<file path="src/rtl/mult_pkg.sv">
// Shared widths and types for the two-lane multiplier scheduler.
// rr_wrap folds an index back into range after adding less than one full NREQ turn.
package mult_pkg;

  localparam int MULT_OPW   = 8;
  localparam int MULT_RESW  = 16;
  localparam int MULT_LANES = 2;

  typedef logic signed [MULT_OPW-1:0]  mult_op_t;
  typedef logic signed [MULT_RESW-1:0] mult_res_t;

  function automatic int rr_wrap(input int idx, input int n);
    return (idx >= n) ? idx - n : idx;
  endfunction

endpackage

</file>
<file path="src/rtl/mult_rr_pick.sv">
// Combinational round-robin search: first and second valid requester at or after ptr.
module mult_rr_pick
  import mult_pkg::*;
#(
  parameter int NREQ = 4,
  parameter int IDW  = $clog2(NREQ)
) (
  input  logic [NREQ-1:0] valid,
  input  logic [IDW-1:0]  ptr,
  output logic            first_found,
  output logic [IDW-1:0]  first_idx,
  output logic            second_found,
  output logic [IDW-1:0]  second_idx
);

  always_comb begin
    logic [IDW-1:0] sel;
    first_found  = 1'b0;
    first_idx    = '0;
    second_found = 1'b0;
    second_idx   = '0;
    sel          = '0;
    for (int k = 0; k < NREQ; k++) begin
      sel = IDW'(rr_wrap(int'(ptr) + k, NREQ));
      if (valid[sel]) begin
        if (!first_found) begin
          first_found = 1'b1;
          first_idx   = sel;
        end else if (!second_found) begin
          second_found = 1'b1;
          second_idx   = sel;
        end
      end
    end
  end

endmodule

</file>
<file path="src/rtl/mult_sched.sv">
// Round-robin scheduler sharing a two-lane signed 8x8 multiplier between NREQ requesters.
// Each lane holds its second operand and id until the tagged product is consumed.
//
//   lane state | meaning
//   LANE_FREE  | no result pending, rsp_valid low
//   LANE_HELD  | product presented on rsp_data, operand and id frozen until accepted
module mult_sched
  import mult_pkg::*;
#(
  parameter int NREQ = 4,
  parameter int IDW  = $clog2(NREQ)
) (
  input  logic                            clk,
  input  logic                            rst_n,
  input  logic [NREQ-1:0]                 req_valid,
  input  logic [NREQ*MULT_OPW-1:0]        req_a,
  input  logic [NREQ*MULT_OPW-1:0]        req_b,
  output logic [NREQ-1:0]                 req_ready,
  output logic [3:0]                      mul_en,
  output logic [MULT_OPW-1:0]             mul_a,
  output logic [MULT_OPW-1:0]             mul_b,
  output logic [MULT_OPW-1:0]             mul_c,
  output logic [MULT_OPW-1:0]             mul_d,
  input  logic [MULT_RESW-1:0]            mul_res0,
  input  logic [MULT_RESW-1:0]            mul_res1,
  output logic [MULT_LANES-1:0]           rsp_valid,
  input  logic [MULT_LANES-1:0]           rsp_ready,
  output logic [MULT_LANES*IDW-1:0]       rsp_id,
  output logic [MULT_LANES*MULT_RESW-1:0] rsp_data
);

  localparam logic [0:0] LANE_FREE = 1'b0;
  localparam logic [0:0] LANE_HELD = 1'b1;

  logic [0:0]            lane_st   [MULT_LANES];
  logic [IDW-1:0]        lane_id   [MULT_LANES];
  logic [IDW-1:0]        rr_ptr;

  logic                  first_found, second_found;
  logic [IDW-1:0]        first_idx, second_idx;

  logic [MULT_LANES-1:0] avail;
  logic [MULT_LANES-1:0] grant;
  logic [IDW-1:0]        grant_idx [MULT_LANES];
  logic [IDW-1:0]        last_idx;
  mult_op_t              grant_a   [MULT_LANES];
  mult_op_t              grant_b   [MULT_LANES];

  mult_rr_pick #(
    .NREQ (NREQ),
    .IDW  (IDW)
  ) u_pick (
    .valid        (req_valid),
    .ptr          (rr_ptr),
    .first_found  (first_found),
    .first_idx    (first_idx),
    .second_found (second_found),
    .second_idx   (second_idx)
  );

  // Reset gates availability so nothing is granted while rst_n is low.
  always_comb begin
    for (int l = 0; l < MULT_LANES; l++) begin
      avail[l] = rst_n & ((lane_st[l] == LANE_FREE) | rsp_ready[l]);
    end
    grant        = '0;
    grant_idx[0] = first_idx;
    grant_idx[1] = first_idx;
    last_idx     = first_idx;
    if (avail[0]) begin
      grant[0]     = first_found;
      grant[1]     = first_found & second_found & avail[1];
      grant_idx[1] = second_idx;
      if (grant[1]) last_idx = second_idx;
    end else begin
      grant[1] = first_found & avail[1];
    end
  end

  always_comb begin
    req_ready = '0;
    for (int l = 0; l < MULT_LANES; l++) begin
      grant_a[l] = '0;
      grant_b[l] = '0;
    end
    for (int i = 0; i < NREQ; i++) begin
      for (int l = 0; l < MULT_LANES; l++) begin
        if (grant[l] && (grant_idx[l] == IDW'(i))) begin
          req_ready[i] = 1'b1;
          grant_a[l]   = req_a[i*MULT_OPW +: MULT_OPW];
          grant_b[l]   = req_b[i*MULT_OPW +: MULT_OPW];
        end
      end
    end
  end

  assign mul_en = {2'b00, grant};
  assign mul_a  = grant_a[0];
  assign mul_c  = grant_a[1];

  always_ff @(posedge clk or negedge rst_n) begin
    if (!rst_n) begin
      for (int l = 0; l < MULT_LANES; l++) begin
        lane_st[l] <= LANE_FREE;
        lane_id[l] <= '0;
      end
      mul_b  <= '0;
      mul_d  <= '0;
      rr_ptr <= '0;
    end else begin
      for (int l = 0; l < MULT_LANES; l++) begin
        if (grant[l]) begin
          lane_st[l] <= LANE_HELD;
          lane_id[l] <= grant_idx[l];
        end else if (rsp_ready[l]) begin
          lane_st[l] <= LANE_FREE;
        end
      end
      if (grant[0]) mul_b <= grant_b[0];
      if (grant[1]) mul_d <= grant_b[1];
      if (|grant) rr_ptr <= IDW'(rr_wrap(int'(last_idx) + 1, NREQ));
    end
  end

  always_comb begin
    for (int l = 0; l < MULT_LANES; l++) begin
      rsp_valid[l] = (lane_st[l] == LANE_HELD);
    end
  end

  assign rsp_id   = {lane_id[1], lane_id[0]};
  assign rsp_data = {mul_res1, mul_res0};

endmodule

</file>
<file path="config.mk">
export PLATFORM = sky130hd
export DESIGN_NAME = mult_sched
export DESIGN_NICKNAME = d
export VERILOG_FILES = /design/src/rtl/mult_pkg.sv /design/src/rtl/mult_rr_pick.sv /design/src/rtl/mult_sched.sv
export SDC_FILE = /design/constraint.sdc
export NUM_CORES = 1
export LEC_CHECK = 0
export ABC_CLOCK_PERIOD_IN_PS = 4900
export CELL_PAD_IN_SITES_DETAIL_PLACEMENT = 0
export CELL_PAD_IN_SITES_GLOBAL_PLACEMENT = 1
export CORE_MARGIN = 3
export CORE_UTILIZATION = 26
export CTS_CLUSTER_DIAMETER = 50
export CTS_CLUSTER_SIZE = 24
export DETAILED_ROUTE_END_ITERATION = 12
export GPL_ROUTABILITY_DRIVEN = 0
export PLACE_DENSITY = 0.83
export SLEW_MARGIN = 20
export SYNTH_ARGS = -nofsm -noshare
export SYNTH_HDL_FRONTEND = slang
export SYNTH_SLANG_ARGS = --single-unit
export TNS_END_PERCENT = 1
</file>
<file path="constraint.sdc">
create_clock -name clk -period 4.9 [get_ports clk]
set_input_delay 0.98 -clock clk [delete_from_list [all_inputs] [get_ports clk]]
set_output_delay 0.98 -clock clk [all_outputs]
set_load 0.005 [all_outputs]
</file>
======== After elaboration in Yosys (flattened, before gate mapping) ========
Index checks and enable logic that the tools add are counted.
word-level totals
  bits in registers ....................... 24
  output and inout bits ................... 78
  logic and storage cells ................. 124
cells by class
  add/sub/neg operators ................... 9
  magnitude comparators ................... 9
  eq/ne operators ......................... 6
  muxes and demuxes ....................... 71
  bitwise operators ....................... 9
  reduce and logical (&&, ||, !) cells .... 13
operators by type and width
  kind                                                                                  count
  8-bit 2-to-1 mux                                                                      16
  2-bit 2-to-1 mux                                                                      23
  1-bit 2-to-1 mux                                                                      28
  3-bit greater-or-equal comparator (second input constant)                             4
  2-bit by 3-bit < comparator with 1-bit output (second input constant)                 4
  2-bit by 1-bit subtractor with 2-bit output (second input constant)                   5
  1-bit binary-select mux with 2-bit select                                             4
  2-bit == test (second input constant)                                                 4
  1-bit logical AND                                                                     8
  2-bit by 1-bit adder with 3-bit output (second input constant)                        2
  2-bit by 2-bit adder with 3-bit output (second input constant)                        2
  1-bit bitwise AND                                                                     5
  2-bit by 1-bit == test with 1-bit output (second input constant)                      2
  2-bit logical NOT                                                                     2
  2-bit nonzero test                                                                    2
  2-bit by 3-bit greater-or-equal comparator with 1-bit output (second input constant)  1
  1-bit NOT                                                                             2
  1-bit bitwise OR                                                                      2
  2-bit OR reduction                                                                    1

======== Longest topological paths before layout ========
  depth in word-level cells ............... 20
  gate-level depth with buffers ........... 12

======== By module ========
Synthesis repeated with hierarchy kept, for this count alone.
unflattened totals
  cell total of the unflattened synthesis .. 359
  area total of the unflattened synthesis .. 2,992.9 um2
by module, submodules not included
  module        times used  cells an instance  area an instance (um2)  sequential area each (um2)
  mult_sched    1           274                2,389.8                 600.6
  mult_rr_pick  1           85                 603.1                   0.0

======== Least setup slack after synthesis ========
OpenSTA, ideal clock, no wires.
  kind .................................... input -> output
  start point ............................. input req_valid[0]
  end point ............................... output mul_a[0]
  arrival ................................. 3.136 ns
  data required time ...................... 3.920 ns
  slack ................................... 0.784 ns
  cell stages on the path ................. 11
  path through ............................ buf_2 -> buf_2 -> o21ai_0 -> o21ai_0 -> ha_1 -> mux2_4 -> o31a_1 -> buf_4 -> buf_6 -> buf_4 -> a211oi_1
between the ends
  longest elaborated chain between the ends .. 15
ends and longest elaborated chain
  element                                                      line                RTL
  start: declaration                                           mult_sched.sv:15    input logic [NREQ-1:0] req_valid,
  1-bit binary-select mux with 2-bit select                    mult_rr_pick.sv:25  if (valid[sel]) begin
  1-bit 2-to-1 mux (implied by the code)                       mult_rr_pick.sv:25
  2-bit 2-to-1 mux / 1-bit 2-to-1 mux (equally long branches)  mult_rr_pick.sv:25
  2-bit 2-to-1 mux                                             mult_rr_pick.sv:26  if (!first_found) begin
  2-bit 2-to-1 mux                                             mult_rr_pick.sv:25
  2-bit 2-to-1 mux                                             mult_rr_pick.sv:26
  2-bit 2-to-1 mux                                             mult_rr_pick.sv:25
  2-bit 2-to-1 mux                                             mult_rr_pick.sv:26
  2-bit 2-to-1 mux                                             mult_rr_pick.sv:25
  2-bit logical NOT                                            mult_sched.sv:88    if (grant[l] && (grant_idx[l] == IDW'(i))) begin
  1-bit logical AND                                            mult_sched.sv:88
  8-bit 2-to-1 mux (3 in a row)                                mult_sched.sv:88
  8-bit 2-to-1 mux *                                           mult_sched.sv:88
  end: declaration                                             mult_sched.sv:20    output logic [MULT_OPW-1:0] mul_a,
Mark *: on every way between the ends. The rest lies on a longest branch, timed or not. The select of a mux whose other input is x is not followed.

======== Worst setup path after layout ========
  start point ............................. input req_valid[3]
  end point ............................... output mul_c[7]
between the ends
  longest elaborated chain between the ends .. 18
ends and longest elaborated chain
  element                                                      line                RTL
  1-bit binary-select mux with 2-bit select                    mult_rr_pick.sv:25
  1-bit 2-to-1 mux (implied by the code)                       mult_rr_pick.sv:25
  1-bit 2-to-1 mux                                             mult_rr_pick.sv:25
  2-bit 2-to-1 mux / 1-bit 2-to-1 mux (equally long branches)  mult_rr_pick.sv:26
  2-bit 2-to-1 mux / 1-bit 2-to-1 mux (equally long branches)  mult_rr_pick.sv:25
  2-bit 2-to-1 mux                                             mult_rr_pick.sv:29  end else if (!second_found) begin
  2-bit 2-to-1 mux                                             mult_rr_pick.sv:26
  2-bit 2-to-1 mux                                             mult_rr_pick.sv:25
  2-bit 2-to-1 mux                                             mult_rr_pick.sv:29
  2-bit 2-to-1 mux                                             mult_rr_pick.sv:26
  2-bit 2-to-1 mux                                             mult_rr_pick.sv:25
  2-bit 2-to-1 mux                                             mult_sched.sv:70    if (avail[0]) begin
  2-bit logical NOT                                            mult_sched.sv:88
  1-bit logical AND                                            mult_sched.sv:88
  8-bit 2-to-1 mux (3 in a row)                                mult_sched.sv:88
  8-bit 2-to-1 mux *                                           mult_sched.sv:88
  end: declaration                                             mult_sched.sv:22    output logic [MULT_OPW-1:0] mul_c,
Marks and branches as above.

==> run summary <==
Max Freq - 0.204 GHz
Filler cells - 1,136
Synth area leaders - dfrtp_1, mux2i_1, buf_4
Worst hold path class - flip-flop to flip-flop
Top FF cell, synth - dfrtp_1
ANT cells - 0
Largest net degree at the start of global routing - 25
Ys Warns - 0
Clk sinks - 24
Area Overhead vs Synth - 47.2%
Worst-case clock buffer depth - 2
First-pass GRT wire length - 17,000 um
Clock root buffer - clkbuf_16
Pwr dens - 530 mW/mm^2
Initial Utilization - 27.2%
Top Ports - 182
1st-pass router iterations - 5
Final setup viols - 1
Failing checks - setup timing
Routed WL - 10,900 um
IO buf count - 115
Mapped Avg Cell Area - 8.24 sq um
Critical Path AT - 3920 ps
Initial antenna violation count - 0
Via Count - 3,286
Slew Limit Fails - 0
Post-DP Area - 0.00430 sq mm
Syn Inst Count - 367
H-Tree Depth - 1
IR drop worst, VDD - 0.000250 V
Critical path class - primary input to output pin
Skew final - 1.64 ps
CTS tree - built
Routed wire length per instance - 18.1 um
Fin util - 40.0%
Synth top area share - 19.9%
Hold Crit Depth - 2
Critical Path Sink Type - output pin
FF-to-FF End - mul_b[6]
EDFF count, synth - 0
DRC Markers - 0
DIE WIDTH - 114 um
Routed wl met2 - 5390 um
Post-synth ARST share - 100%
Seq/Total Area, Yosys - 19.9%
Hold Path Sink - rsp_id[1]
Final Hold Fails - 0
Total grt overflow - 0
Flop2flop setup slack - 2000 ps
GRT Resource Usage Total - 15.9%
Top sig layer - met4
Postcts setup bufs - 0
Reg2Reg Launch Point - rr_ptr[1]
Share of layout cells above drive strength 1 - 17.5%
Final setup TNS - -0.649 ps
Critical path origin - req_valid[3]
Leakage - 1.89 nW
Sequential cell area - 601 sq um
Yosys cell types - 63
Total power - 2.36 mW
Fin worst setup slack - -0.649 ps
Max FO, Critical Path - 4
Reg2Reg Depth - 12
CP Launch Type - primary input
# rows - 38
Worst-skew pair later-pin latency - 260 ps
Mapped Area - 0.00303 sq mm
Routed Antenna Nets - 0
Wire length on met3 - 761 um
M1 WL - 4510 um
Max cap viols - 0
Min-Delay Startpoint - rsp_id[1]
Hpwl dp - 8530 um
RSZ-0062 raised after global routing - true
Run status - complete, but fails checks
Number of global-route vias before repair - 3,241
Multi-input gate area in the final layout - 0.00202 sq mm
Full die area - 0.0130 sq mm
Fin area - 0.00445 sq mm
Leading area contributor after synthesis - dfrtp_1
Vias per cell - 5.45
Final net count - 570
Core Area - 0.0111 sq mm
Final Cycle Share - 100%
Detailed Route Iter0 Violations - 237
Worst-path clk slew - 70 ps
Final critical-path required period - 4900 ps
Clock buffer count from CTS - 3
FF+latch count, synth - 24
Die Ht - 114 um
Critical Path RT - 3920 ps
==> cells in the mapped netlist (3+ instances only) <==
master and n:
inv_1 5, o21ai_0 28, clkbuf_1 12, nor2b_1 13
nand2_1 42, nand3_1 7, dfrtp_1 24, and4_1 3
mux2_2 10, nor2_1 8, a221oi_1 12, nand2b_1 6
buf_4 38, and2_1 3, a311oi_1 8, o31ai_1 5
buf_2 17, a21boi_0 11, a211oi_1 18, mux2i_1 37
o221ai_1 5
==> metrics by stage <==
stage	setup WS [ps]	hold slack [ps]	instances
final	-0.649	478	603
after global routing	-133	501	603
after CTS	-22.4	479	603
after detailed placement	-138	462	599
after global placement	-4.30	459	599
after floorplan	784	470	368
==> state kept, by name, indices dropped and copies added, names as in the netlist <==
signal and flops:
mul_b 8, rr_ptr 2, rsp_valid 2, mul_d 8, rsp_id 4
==> per-layer routing <==
| metal | vias up | GRT usage, % |
|---|---|---|
| met5 | - | 0 |
| met4 | 0 | 3.80 |
| met3 | 29 | 2.28 |
| met2 | 155 | 27.5 |
| met1 | 1568 | 21.0 |
| li1 | 1534 | - |
==> worst max path at each step <==
stage | slack, ps | cells past startpoint | end
global placement | -4 | 12 | mul_c[3]
global route | -130 | 12 | mul_c[7]
detailed placement | -140 | 12 | mul_c[2]
floorplan | 780 | 11 | mul_a[0]
CTS | -20 | 11 | mul_c[2]
finish | -0.6 | 12 | mul_c[7]
==> report_power, final <==
group / total (mW) / internal [mW] / switching (mW)
Clock: 0.239 / 0.163 / 0.0769
Combinational: 1.77 / 0.930 / 0.844
Sequential: 0.349 / 0.286 / 0.0627
Total: 2.36 / 1.38 / 0.983
==> placed cells by master, fill, tap and decap left out, types with 3 or more instances in the layout <==
cell	n
mux2_2	10
a211oi_1	15
clkdlybuf4s50_1	101
nor2_1	8
nand2b_1	6
o221ai_1	5
buf_12	3
and4_1	3
o31ai_1	5
mux2i_1	36
nor2b_1	13
inv_1	5
a221oi_1	12
dfrtp_1	24
nand3_1	7
o21ai_0	25
a21boi_0	11
clkbuf_16	3
dlymetal6s2s_1	5
buf_4	41
a311oi_1	8
dlygate4sd2_1	9
nand2_1	42
a211oi_2	3
==> logic make-up after synthesis <==
logic type	synth area share [%]
adders and majority gates	1.53
other	0.124
AOI/OAI and AO/OA	29.9
xor gates and xnor gates	0.290
muxes	17.0
DFF	19.9
buffers and inverters	15.0
and+or+nand+nor	16.3
==> critical path, cell delays in order <==
cell and delay (ps):
clkdlybuf4s50_1 420, mux2_2 280, nand2_1 70, o21ai_1 90, buf_4 150, ha_1 170, mux2_4 290, o311ai_4 350
buf_4 200, a221oi_1 100, a311oi_1 270, clkdlybuf4s50_1 550
==> cell type report <==
cell class | instances | share of cell area (%)
Timing Repair Buffer | 160 | 34.4
Multi-Input combinational cell | 269 | 45.3
Inverter | 6 | 0.506
Clock buffer | 3 | 1.69
Sequential cell | 24 | 13.5
Clock inverter | 1 | 0.674
Tap cell | 140 | 3.93
==> repair_timing <==
action	in CTS	in global routing
pin swaps	2	3
resized for setup	17	8
hold buffers	0	0
endpoints found under the hold margin	0	0
setup endpoints to repair	18	10
cloned	0	0
Note: power is estimated with default switching activity, not from simulation.
